`config.mk`:
```
export PLATFORM = sky130hd
export DESIGN_NAME = high_speed_bus_ecc_decoder
export DESIGN_NICKNAME = d
export VERILOG_FILES = /design/src/rtl/high_speed_bus_ecc_pkg.sv /design/src/rtl/high_speed_bus_ecc_decoder_ecc_syndrome_calc.sv /design/src/rtl/high_speed_bus_ecc_decoder.sv
export SDC_FILE = /design/constraint.sdc
export NUM_CORES = 1
export LEC_CHECK = 0
export ABC_CLOCK_PERIOD_IN_PS = 2300
export CAP_MARGIN = 20
export CORE_MARGIN = 4
export CORE_UTILIZATION = 40
export DETAILED_ROUTE_END_ITERATION = 10
export GPL_TIMING_DRIVEN = 0
export HOLD_SLACK_MARGIN = 0.12
export PLACE_DENSITY = 0.72
export SLEW_MARGIN = 25
export SYNTH_ARGS = -nofsm -noshare
export SYNTH_HDL_FRONTEND = slang
export SYNTH_SLANG_ARGS = --single-unit
```
`constraint.sdc`:
```
create_clock -name clk -period 2.3 [get_ports clk]
set_clock_uncertainty 0.2 [all_clocks]
set_input_delay 0.575 -clock clk [delete_from_list [all_inputs] [get_ports clk]]
set_output_delay 0.575 -clock clk [all_outputs]
set_load 0.03 [all_outputs]
```
`src/rtl/high_speed_bus_ecc_pkg.sv`:
```
// Shared SECDED layout for the high_speed_bus_ecc encoder/decoder pair.
// The encoder and the decoder both import this package, so the codeword layout is identical on each side.
package high_speed_bus_ecc_pkg;

  localparam int DATA_W      = 32;
  localparam int CHK_W       = 7;
  localparam int CW_W        = 39;
  localparam int HAM_POS_MAX = 38;
  localparam int SYN_W       = 6;

  // Hamming position (1-based) of each data bit; powers of two hold check bits.
  localparam logic [SYN_W-1:0] DATA_POS [DATA_W] = '{
    6'd3,  6'd5,  6'd6,  6'd7,  6'd9,  6'd10, 6'd11, 6'd12,
    6'd13, 6'd14, 6'd15, 6'd17, 6'd18, 6'd19, 6'd20, 6'd21,
    6'd22, 6'd23, 6'd24, 6'd25, 6'd26, 6'd27, 6'd28, 6'd29,
    6'd30, 6'd31, 6'd33, 6'd34, 6'd35, 6'd36, 6'd37, 6'd38
  };

  function automatic logic [DATA_W-1:0] extract_data(input logic [CW_W-1:0] cw);
    logic [DATA_W-1:0] d;
    int                p;
    d = '0;
    for (int i = 0; i < DATA_W; i++) begin
      p    = int'(DATA_POS[i]) - 1;
      d[i] = cw[p];
    end
    return d;
  endfunction

endpackage

```
`src/rtl/high_speed_bus_ecc_decoder_ecc_syndrome_calc.sv`:
```
// Combinational syndrome/parity of a 39-bit SECDED codeword.
// The encoder bench also uses this module.
module ecc_syndrome_calc
  import high_speed_bus_ecc_pkg::*;
(
  input  logic [CW_W-1:0]  codeword,
  output logic [SYN_W-1:0] syndrome,
  output logic             parity
);

  always_comb begin
    syndrome = '0;
    for (int i = 0; i < HAM_POS_MAX; i++) begin
      if (codeword[i]) syndrome = syndrome ^ SYN_W'(i + 1);
    end
  end

  assign parity = ^codeword;

endmodule

```
`src/rtl/high_speed_bus_ecc_decoder.sv`:
```
// Two-stage SECDED decoder: S1 captures codeword+syndrome+parity, S2 holds corrected data and flags.
// Optional error statistics are built when ECC_STATS_EN is defined.
module high_speed_bus_ecc_decoder
  import high_speed_bus_ecc_pkg::*;
#(
  parameter int CNT_W = 16
) (
  input  logic              clk,
  input  logic              reset,
  input  logic              in_valid,
  output logic              in_ready,
  input  logic [CW_W-1:0]   codeword_in,
  output logic              out_valid,
  input  logic              out_ready,
  output logic [DATA_W-1:0] data_out,
  output logic              corrected,
  output logic              uncorrectable,
  output logic [SYN_W-1:0]  syndrome,
  input  logic              clear_counts,
  output logic [CNT_W-1:0]  ce_count,
  output logic [CNT_W-1:0]  ue_count
);

  // Handshake: a word moves on a rising edge where valid && ready; the whole pipe
  // advances together when the output register is empty or being drained (adv).
  logic adv;
  assign adv      = !out_valid || out_ready;
  assign in_ready = adv;

  logic [SYN_W-1:0] in_syn;
  logic             in_par;

  ecc_syndrome_calc u_syn (
    .codeword (codeword_in),
    .syndrome (in_syn),
    .parity   (in_par)
  );

  logic             s1_valid;
  logic [CW_W-1:0]  s1_cw;
  logic [SYN_W-1:0] s1_syn;
  logic             s1_par;

  always_ff @(posedge clk) begin
    if (reset) begin
      s1_valid <= 1'b0;
    end else if (adv) begin
      s1_valid <= in_valid;
    end
  end

  always_ff @(posedge clk) begin
    if (adv && in_valid) begin
      s1_cw  <= codeword_in;
      s1_syn <= in_syn;
      s1_par <= in_par;
    end
  end

  logic [CW_W-1:0]   fix_cw;
  logic [DATA_W-1:0] fix_data;
  logic              fix_ce;
  logic              fix_ue;

  // Odd parity means one flipped bit: syndrome 0 points at the overall parity bit,
  // 1..38 at a codeword position, anything larger cannot be a single error.
  always_comb begin
    fix_cw = s1_cw;
    fix_ce = 1'b0;
    fix_ue = 1'b0;
    if (s1_par) begin
      if (s1_syn <= SYN_W'(HAM_POS_MAX)) fix_ce = 1'b1;
      else                               fix_ue = 1'b1;
    end else if (s1_syn != '0) begin
      fix_ue = 1'b1;
    end
    if (fix_ce) begin
      for (int i = 0; i < HAM_POS_MAX; i++) begin
        if (s1_syn == SYN_W'(i + 1)) fix_cw[i] = ~s1_cw[i];
      end
    end
    fix_data = extract_data(fix_cw);
  end

  always_ff @(posedge clk) begin
    if (reset) begin
      out_valid     <= 1'b0;
      data_out      <= '0;
      corrected     <= 1'b0;
      uncorrectable <= 1'b0;
      syndrome      <= '0;
    end else if (adv) begin
      out_valid <= s1_valid;
      if (s1_valid) begin
        data_out      <= fix_data;
        corrected     <= fix_ce;
        uncorrectable <= fix_ue;
        syndrome      <= s1_syn;
      end
    end
  end

`ifdef ECC_STATS_EN
  logic out_fire;
  assign out_fire = out_valid && out_ready;

  always_ff @(posedge clk) begin
    if (reset || clear_counts) begin
      ce_count <= '0;
      ue_count <= '0;
    end else if (out_fire) begin
      if (corrected && (ce_count != '1))     ce_count <= ce_count + 1'b1;
      if (uncorrectable && (ue_count != '1)) ue_count <= ue_count + 1'b1;
    end
  end
`else
  logic unused_clear_counts;
  assign unused_clear_counts = clear_counts;
  assign ce_count = '0;
  assign ue_count = '0;
`endif

endmodule

```
==> After elaboration in Yosys (flattened, before gate mapping) <==
Index checks and enable logic that the tools add are counted.
{ "word_totals": {"ff_bits": 87, "elab_cells": 211, "out_inout_bits": 74} }
{ "op_classes": {"n_mux": 82, "bitwise_logic": 75, "reduce_logical": 6, "eq_ne": 38, "n_lt_le_gt_ge": 1} }
{ "op_table": {"columns": ["operator", "n"], "rows": [
  ["$eq A6 B5 Y1 const B", 16],
  ["$mux W5", 16],
  ["$eq A6 B4 Y1 const B", 8],
  ["$mux W1", 44],
  ["$eq A6 B6 Y1 const B", 7],
  ["$mux W6", 7],
  ["$not A3 Y3", 13],
  ["$reduce_xor A39 Y1", 1],
  ["$mux W38", 1],
  ["$not A1 Y1", 38],
  ["$mux W4", 8],
  ["$not A2 Y2", 13],
  ["$eq A6 B3 Y1 const B", 4],
  ["$not A4 Y4", 5],
  ["$eq A6 B2 Y1 const B", 2],
  ["$mux W3", 4],
  ["$eq A6 B1 Y1 const B", 1],
  ["$le A6 B6 Y1 const B", 1],
  ["$reduce_bool A6 Y1", 1],
  ["$not A1 Y1 const A", 5],
  ["$not A5 Y5", 1],
  ["$mux W2", 2],
  ["$reduce_and A2 Y1", 1],
  ["$logic_and A1 B1 Y1", 1],
  ["other kinds (2)", 2]
]} }

==> Longest topological paths before layout <==
{ "logic_depth": {"word_depth": 70, "ltp_mapped": 6, "depth_no_buf": 4} }

==> Cells and area by module <==
From an unflattened synthesis, not the netlist that was laid out.
{ "unflattened": {"hier_cells": 391, "hier_area_um2": 4341.7} }
{ "by_module_without_submodules": {"columns": ["module", "area_each_um2", "cells_per_inst", "seq_area_each_um2", "n_inst"], "rows": [
  ["high_speed_bus_ecc_decoder", 3607.2, 329, 2011.9, 1],
  ["ecc_syndrome_calc", 734.5, 62, 0.0, 1]
]} }

==> Least setup slack after synthesis <==
No wires, ideal clock.
{ "synth_timing": {"kind": "input -> register", "from": "in out_ready", "to": "reg s1_cw[10], enable pin", "n_path_buf": 0, "arrival_time_ns": 1.974, "setup_ns": 0.401, "slack_ns": -0.275, "cell_stages": 2, "cell_sequence": "nand2b_1 > and2_1"} }
{ "synth_between": {"elab_chain_len": 2} }
{ "synth_rtl": {"columns": ["element", "line_no", "source"], "rows": [
  ["from (decl)", "high_speed_bus_ecc_decoder.sv:14", "input logic out_ready,"],
  ["$logic_or A1 B1 Y1", "high_speed_bus_ecc_decoder.sv:27", "assign adv = !out_valid || out_ready;"],
  ["$logic_and A1 B1 Y1", "high_speed_bus_ecc_decoder.sv:53", "if (adv && in_valid) begin"],
  ["to (signal assigned)", "high_speed_bus_ecc_decoder.sv:54", "s1_cw <= codeword_in;"],
  ["to (decl)", "high_speed_bus_ecc_decoder.sv:40", "logic [CW_W-1:0] s1_cw;"]
]} }
No other way between the ends.
A chain may end at the register's enable or synchronous reset.

==> Final worst setup path <==
{ "layout_timing": {"from": "in codeword_in[0]", "to": "reg s1_par, data pin"} }
{ "layout_between": {"elab_chain_len": 1} }
{ "layout_rtl": {"columns": ["element", "line_no", "source"], "rows": [
  ["from (decl)", "high_speed_bus_ecc_decoder.sv:12", "input logic [CW_W-1:0] codeword_in,"],
  ["$reduce_xor A39 Y1", "high_speed_bus_ecc_decoder_ecc_syndrome_calc.sv:18", "assign parity = ^codeword;"],
  ["via in_par", "high_speed_bus_ecc_decoder.sv:31", "logic in_par;"],
  ["to (signal assigned)", "high_speed_bus_ecc_decoder.sv:56", "s1_par <= in_par;"],
  ["to (decl)", "high_speed_bus_ecc_decoder.sv:42", "logic s1_par;"]
]} }
The timed path passes the listed nets, and every way through them passes these cells.

==> run summary <==
Flop pwr share: 41.4%
Clock power share: 21.8%
Diodes inserted: 0
Final Max Tran Viols: 0
Ys flop type: dfxtp_1
Post-synth EDFFs: 39
Final setup vio count: 0
Crit Path Category: input pin to register
Initial Util: 41.8%
Dpl cell area: 5280 um2
Synth area leaders: edfxtp_1 28%, dfxtp_1 20%, xnor2_1 11%
Layout area overhead: 35.2%
Placed cells: 622
R2R Path End: data_out[7]
IO buf count: 83
Routed WL: 9600 um
Buffers and inverters on the worst path: 1
Critical path required time: 2.19 ns
GRT Overall Usage: 16.2%
Comb power frac: 36.8%
Met2 Resource Use GR: 26.3%
R2R depth: 5
Max_cap viols: 0
CP Depth: 5
DP HPWL: 7620 um
Fin Hold WS: 0.264 ns
Row count: 36
Final Instance Area: 5630 um2
Relative slew slack: 65.9%
Longest Clk Path Bufs: 2
Synth top area share: 28.1%
GR peak layer: met2
Crit path cell chain: clkdlybuf4s50_1, xnor2_2, xnor3_1, xnor2_2, xnor3_1
Vias in the first global route: 2,873
P per Cell Area: 784 nW/um2
Hold crit path type: register to register
Final ANT Viol Nets: 0
Initial antenna violation count: 0
Synth async-reset ratio: 0%
Switching Fraction: 33.1%
Total number of vias: 3,050
Place WS: -0.679 ns
# hold bufs at CTS: 0
Status: complete, no violations
Crit. End Element: register
Achievable clock frequency: 0.435 GHz
Met3 layer usage reported by global route: 4.08%
Setup slack, reg-to-reg: 0.16 ns
CTS tree: built
Min cycle time layout: 2.30 ns
CP Data Arrival Time: 2.19 ns
Internal power: 2.95 mW
Share of cells above drive strength 1: 16.6%
Largest net degree at the start of global routing: 41
GP Congestion: 0.879
Worst Slack Setup Final: 0.00243 ns
Clk sinks: 81
First-pass GRT wire length: 14,700 um
First-pass iteration count of the detailed router: 5
Count of different cell masters after synthesis: 31
Clock-pin slew on the worst setup and hold paths: 0.08 ns
Fin util: 56.5%
Die area: 12,100 um2
Met1 usage: 21.2%
Hold Violations, Final: 0
GR Overflow Total: 0
Vias per cell: 4.69
Chip Width: 110 um
Max incr delay on CP: 0.45 ns
Non-filler cells, final: 650
Unrepaired setup endpoints after global routing: true
Yosys Warn Count: 0
Avg Synthesized Cell Area: 11.1 um2
#FFs+latches synth: 81
P_sw: 1.46 mW
Worst VDD drop: 0.000451 V
Sequential element share of the synthesized area: 48.3%
Worst hold start: syndrome[1]
Nets@finish: 556
# H-tree levels: 3
Final period utilization: 99.9%
CORE AREA: 9950 um2
Cts bufs inserted: 9
Routed len/inst: 14.8 um
Clk root buf: clkbuf_8
Post-synth top area cell: edfxtp_1
Pleak: 2.22 nW
Commonest non-fill, non-tap cell in the layout: clkdlybuf4s50_1
Worst Path Max Fanout: 2
# DRC: 0
Slowest-stage cell, CP: clkdlybuf4s50_1
Reg-to-reg startpoint: s1_syn[5]
DRT iter0 DRCs: 221
Post-Syn Instances: 375
Startpoint Class: input pin
Worst slew pin tran: 0.511 ns
Setup TNS: 0 ns
I/O pins: 118
Hold depth: 2
Die height: 110 um
Design Power: 4.41 mW
WHS Endpoint: syndrome[1]
Family with the most delay on the worst path: XOR/XNOR gates
Clock Latency Late Sink: 0.35 ns
Most frequent cells in the layout: 58 x clkdlybuf4s50_1, 46 x xnor2_1, 45 x buf_4, 42 x dfxtp_1, 39 x edfxtp_1
Mapped cell area: 4160 um2
-- registers in the layout, indices dropped and copies added (netlist names) --
| signal | count |
|---|---|
| data_out | 32 |
| s1_cw | 32 |
| s1_syn | 6 |
| syndrome | 6 |
| corrected | 1 |
| out_valid | 1 |
| s1_par | 1 |
| s1_valid | 1 |
| uncorrectable | 1 |
-- kinds of logic (layout without fill, tap and decap cells) --
logic type / after synthesis / in the layout / share of synthesized area [%]
AOI/OAI and AO/OA: 43 / 43 / 7.40
xor gates and xnor gates: 94 / 94 / 24.6
and+or+nand+nor: 102 / 102 / 11.6
muxes: 1 / 1 / 0.241
other: 1 / 32 / 0.0901
DFF: 81 / 81 / 48.3
buffers and inverters: 53 / 164 / 7.70
-- synth_stat cells, types with 2 or more instances --
cell      number
nand3_1        5
xnor3_1       13
nor2_1        38
a211oi_1      32
nand2b_1       5
xnor2_1       54
nor4_1         6
and3b_1        2
nand2_1       19
and2_1         2
xor2_1        25
nand3b_1       2
clkbuf_1      19
nor2b_1        2
a21oi_1        8
dfxtp_1       42
buf_4         32
a311o_1        2
edfxtp_1      39
nor3_1        17
-- repair_timing --
item | CTS | global route
setup buffers | 8 | 5
resized for setup | 36 | 17
endpoints found under the hold margin | 0 | 0
pin swaps | 17 | 11
endpoints found under the setup margin | 38 | 81
-- worst max-delay path by stage --
stage | startpoint | end | slack (ns)
after floorplan | codeword_in[24] | s1_par | 0.08
after global placement | codeword_in[28] | s1_par | -0.69
after detailed placement | codeword_in[28] | s1_par | -0.68
after CTS | out_ready | in_ready | -0.02
after global routing | codeword_in[26] | s1_par | -0.04
final | codeword_in[0] | s1_par | 0.002
-- worst min-delay path, delay by kind of cell, from the launching register on --
kind,cells,cell delay (ns)
DFF,1,0.32
AOI/OAI and AO/OA,1,0.05
and+or+nand+nor,1,0.05
-- layout make-up --
class / instances / area, um2
well taps: 133 / 166
multi-input cells: 272 / 2040
repair buffers: 96 / 902
fillers: 857 / 4330
clock buffers: 13 / 169
clock inverters: 3 / 15.0
flip-flops and latches: 81 / 2010
plain buffers: 51 / 318
inverters: 1 / 3.75
-- power groups by stage --
| stage | Combinational [mW] | Clock [mW] | Sequential, mW |
|---|---|---|---|
| detailed placement | 1.52 | 0 | 1.85 |
| global placement | 1.50 | 0 | 1.85 |
| finish | 1.62 | 0.960 | 1.82 |
| CTS | 1.58 | 0.977 | 1.82 |
| floorplan | 0.991 | 0 | 1.94 |
| global route | 1.75 | 1.03 | 1.84 |
-- per-layer routing --
| metal | part of all wire [%] | wire length, um |
|---|---|---|
| met5 | 0 | 0 |
| met4 | 0.97 | 93 |
| met3 | 7.9 | 757 |
| met2 | 49 | 4680 |
| met1 | 42 | 4070 |
Note: power is estimated with default switching activity, not from simulation.
